File: config.mk
export PLATFORM = sky130hd
export DESIGN_NAME = mult_8_core
export DESIGN_NICKNAME = d
export VERILOG_FILES = /design/src/rtl/mult_8_core.sv
export SDC_FILE = /design/constraint.sdc
export NUM_CORES = 2
export LEC_CHECK = 0
export CAP_MARGIN = 0
export CORE_MARGIN = 1
export CORE_UTILIZATION = 50
export CTS_CLUSTER_SIZE = 40
export DETAILED_ROUTE_END_ITERATION = 8
export GPL_TIMING_DRIVEN = 0
export PLACE_DENSITY = 0.67
export SLEW_MARGIN = 20
export SYNTH_ARGS = -nofsm -noshare
export SYNTH_HDL_FRONTEND = slang
export SYNTH_SLANG_ARGS = --single-unit
File: constraint.sdc
create_clock -name clk -period 8.5 [get_ports clk]
set_input_delay 1.275 -clock clk [delete_from_list [all_inputs] [get_ports clk]]
set_output_delay 1.275 -clock clk [all_outputs]
set_load 0.02 [all_outputs]
File: src/rtl/mult_8_core.sv
// rtl/mult_8_core.sv - unsigned WIDTH x WIDTH multiplier with registered 2*WIDTH-bit product
// AND-array partial products, 3:2 carry-save Wallace tree, one final adder, output register.
module mult_8_core #(
  parameter int WIDTH = 32
) (
  input  logic                 clk,
  input  logic                 rst,
  input  logic [WIDTH-1:0]     a,
  input  logic [WIDTH-1:0]     b,
  output logic [2*WIDTH-1:0]   m
);

  localparam int PW = 2 * WIDTH;

  // Row count entering a given tree level: each full group of three rows becomes two.
  function automatic int rows_at(input int lvl);
    int n;
    n = WIDTH;
    for (int i = 0; i < lvl; i++) begin
      if (n > 2) n = 2 * (n / 3) + (n % 3);
    end
    return n;
  endfunction

  function automatic int num_levels();
    int n;
    int l;
    n = WIDTH;
    l = 0;
    while (n > 2) begin
      n = 2 * (n / 3) + (n % 3);
      l++;
    end
    return l;
  endfunction

  // All tree rows live in one flat array; level lvl starts at row_base(lvl).
  function automatic int row_base(input int lvl);
    int s;
    s = 0;
    for (int i = 0; i < lvl; i++) s += rows_at(i);
    return s;
  endfunction

  localparam int LEVELS = num_levels();
  localparam int TOTAL  = row_base(LEVELS + 1);
  localparam int FINAL  = row_base(LEVELS);

  logic [PW-1:0] node [TOTAL];
  logic [PW-1:0] prod;

  genvar gi, gl, gg, gr;

  generate
    for (gi = 0; gi < WIDTH; gi++) begin : g_pp
      assign node[gi] = {{WIDTH{1'b0}}, a & {WIDTH{b[gi]}}} << gi;
    end

    for (gl = 0; gl < LEVELS; gl++) begin : g_lvl
      localparam int N    = rows_at(gl);
      localparam int G    = N / 3;
      localparam int IBAS = row_base(gl);
      localparam int OBAS = row_base(gl + 1);

      for (gg = 0; gg < G; gg++) begin : g_csa
        logic [PW-1:0] x, y, z;
        assign x = node[IBAS + 3*gg];
        assign y = node[IBAS + 3*gg + 1];
        assign z = node[IBAS + 3*gg + 2];
        assign node[OBAS + 2*gg]     = x ^ y ^ z;
        // The carry out of the top column is always zero: the exact product fits in PW bits.
        assign node[OBAS + 2*gg + 1] = ((x & y) | (x & z) | (y & z)) << 1;
      end

      for (gr = 0; gr < N % 3; gr++) begin : g_pass
        assign node[OBAS + 2*G + gr] = node[IBAS + 3*G + gr];
      end
    end
  endgenerate

  assign prod = node[FINAL] + node[FINAL + 1];

  always_ff @(posedge clk) begin
    if (rst) m <= '0;
    else     m <= prod;
  end

endmodule

==> results.md <==
Run status
• **run status** finished clean

Layout
• **post-layout utilization of the core** 56.38%
• **commonest non-fill, non-tap cell in the layout** fa_1
• **Area Growth Syn to Fin** 11.45%
• **final net count** 5,004
• **largest register by flop count** m
• **final instance area** 0.03793 mm2
• **Largest register FFs** 64
• **largest registers** m (64)
• **top library cells by usage in the layout, fill and taps aside** fa_1, inv_1, and2_1
• **fraction of layout instances using a drive strength above 1** 6.702%

Run
• **number of maximum-capacitance violations** 0

Routing
• **Routed Antenna Nets** 0
• **DRC violation total after the first TritonRoute iteration** 2,214
• **routed wirelength normalized by instance count** 24.23 um
• **remaining routing DRC violations** 0
• **detailed-routing iteration count for the pre-antenna-repair pass** 5
• **ratio of routed vias to standard cells** 5.526
• **vias after detailed routing** 25,961
• **detailed-route wire length** 113.8 mm

Global routing
• **vias in the first global route** 27,749
• **wire length of the first global-routing pass** 171.2 mm
• **initial antenna violation count** 20
• **maximum number of pins on one net before global-route repair** 11
• **remaining global-route overflow** 0
• **gr usage total** 33.91%

Clock network
• **root cell of the clock tree** clkbuf_16
• **worst-case clock buffer depth** 2
• **TritonCTS clock tree** done
• **total number of H-tree levels** 3
• **clock sink total** 64
• **Clock Pin Slew Worst Setup and Hold Paths** 0.05 ns
• **TritonCTS Buffers** 9

STA
• **final hold violations** 0
• **count of final setup violators** 0
• **slack of the critical path** 0.1061 ns
• **Pins Over Slew Limit** 0
• **transition time at the pin with the least slew margin** 0.9167 ns
• **portion of the clock cycle consumed by the worst path in the final layout** 98.75%
• **worst slew slack as a fraction of its limit** 38.89%
• **clock period minus final worst setup slack** 8.394 ns
• **maximum clock rate** 0.1191 GHz
• **worst hold margin** 1.638 ns

Yosys
• **Synth Flop Type** dfxtp_1
• **unique cell type count in the Yosys netlist** 59
• **number of nets produced by synthesis** 4,871
• **Ys Warns** 0
• **combined area of all synthesized cells** 0.03404 mm2
• **share of synthesized flip-flops with an asynchronous set or reset** 0%
• **#FFs+latches synth** 64
• **number of flops mapped to enable cells by yosys** 0
• **Post-Syn Instances** 3,683
• **mean instance size in the synthesized netlist** 9.241 um2
• **share of the yosys chip area belonging to registers** 3.764%

Setup path
• **delay of the slowest critical-path stage** 0.58 ns
• **data arrival time at the worst-slack endpoint** 8.61 ns
• **required time of the worst setup path** 8.72 ns
• **number of buffer and inverter instances along the worst setup path** 3
• **Critical Path Slowest Stage Cell** fa_1
• **kind of critical path** input pin to register
• **Worst setup EP type** register
• **CP top delay family** adder cells
• **cell with the most instances on the worst path** fa_1
• **nature of the critical path startpoint** input pin
• **ordered cell list for the critical path** dlygate4sd2_1, clkbuf_2, nand2_1, fa_1, fa_1, fa_1, fa_1, fa_1, fa_1, fa_1, inv_1, fa_1, ha_1, nand2_1, nor2_1, nand4_1, a31oi_2, o21ai_4, o21ai_4, nand2b_4, o22ai_2, mux2_1
• **Crit Path Max Fanout** 10

Floorplan
• **total core area** 0.06728 mm2
• **placement row count** 95
• **io pins** 130
• **die span in x** 262.9 um
• **DIE HEIGHT** 262.9 um
• **DIE AREA** 0.06912 mm2
• **Initial Util** 50.59%

Placement
• **number of port buffers** 129
• **Placed Area** 0.03642 mm2
• **HPWL after detailed placement** 97.93 mm
• **final weighted congestion of routability-driven global placement** 1.013
• **minimum setup slack after placement** -1.302 ns

Worst hold path
• **Hold Path Class** input pin to register

## kinds of logic (layout without fill, tap and decap cells)
kind of cell | count (synthesis) | count (layout) | synth area share (%)
simple gates | 1238 | 1238 | 18.83
fa+ha+maj | 1122 | 1122 | 61.27
buf+inv | 1019 | 1156 | 11.24
compound gates | 192 | 192 | 3.639
flops | 64 | 64 | 3.764
xor+xnor | 45 | 45 | 1.158
mux | 3 | 3 | 0.09925
other cells | 0 | 5 | 0
## layout make-up
class	count	area, um2
diodes	5	12.51
clock buffers	12	256.5
fillers	6125	29340
repair buffers	131	1385
clock inverters	3	17.52
inverters	804	3018
plain buffers	206	1783
multi-input cells	2600	29090
well taps	873	1092
flip-flops and latches	64	1281
## Yosys cell counts (all sizes together) (3+ instances only)
master,instances,area [um2]
a211oi,3,22.52
a21o,30,225.2
a21oi,66,330.3
a221o,3,30.03
a31oi,7,43.79
and2,627,3924
and3,6,37.54
buf,3,12.51
clkbuf,212,795.8
dfxtp,64,1281
fa,908,18180
ha,214,2678
inv,804,3018
mux2,3,33.78
nand2,452,1697
nand2b,4,32.53
nand3,8,40.04
nand4,18,112.6
nor2,79,296.5
nor2b,17,106.4
nor3,12,60.06
nor4,3,18.77
o211ai,6,45.04
o21a,7,52.55
o21ai,38,193.9
o21bai,10,75.07
o31ai,4,43.79
or2,6,40.04
or3,3,18.77
xnor2,24,210.2
xor2,21,183.9
## path summary, 6_finish.rpt
| check | endpoint | cells after the start | from |
|---|---|---|---|
| worst max-delay path | m[57] | 22 | b[11] |
| worst min-delay path | m[0] | 4 | a[0] |
## metrics by stage
stage,TNS (ns),instances
2_1_floorplan,0,3683
5_1_grt,-0.01528,4694
4_1_cts,-0.01166,4692
3_3_place_gp,-31.14,4685
3_5_place_dp,-32.10,4685
6_report,0,4698
## repair_timing
item,4_1_cts,5_1_grt
gates resized for setup,350,334
pin swaps,1,5
endpoints found under the setup margin,37,25
gates cloned,0,0
setup buffers,1,1
hold buffers,0,0
## layer usage
layer  global-route usage, %  wire, um  up-vias
li1                        -         -    10904
met2                   54.91     53170     1262
met1                   44.16     42190    13493
met5                       0        50        -
met3                   5.454     10800      296
met4                   17.53      7615        6
Power is not shown: default switching activity piles up to over one toggle a cycle in this logic, so the estimate is an artifact.
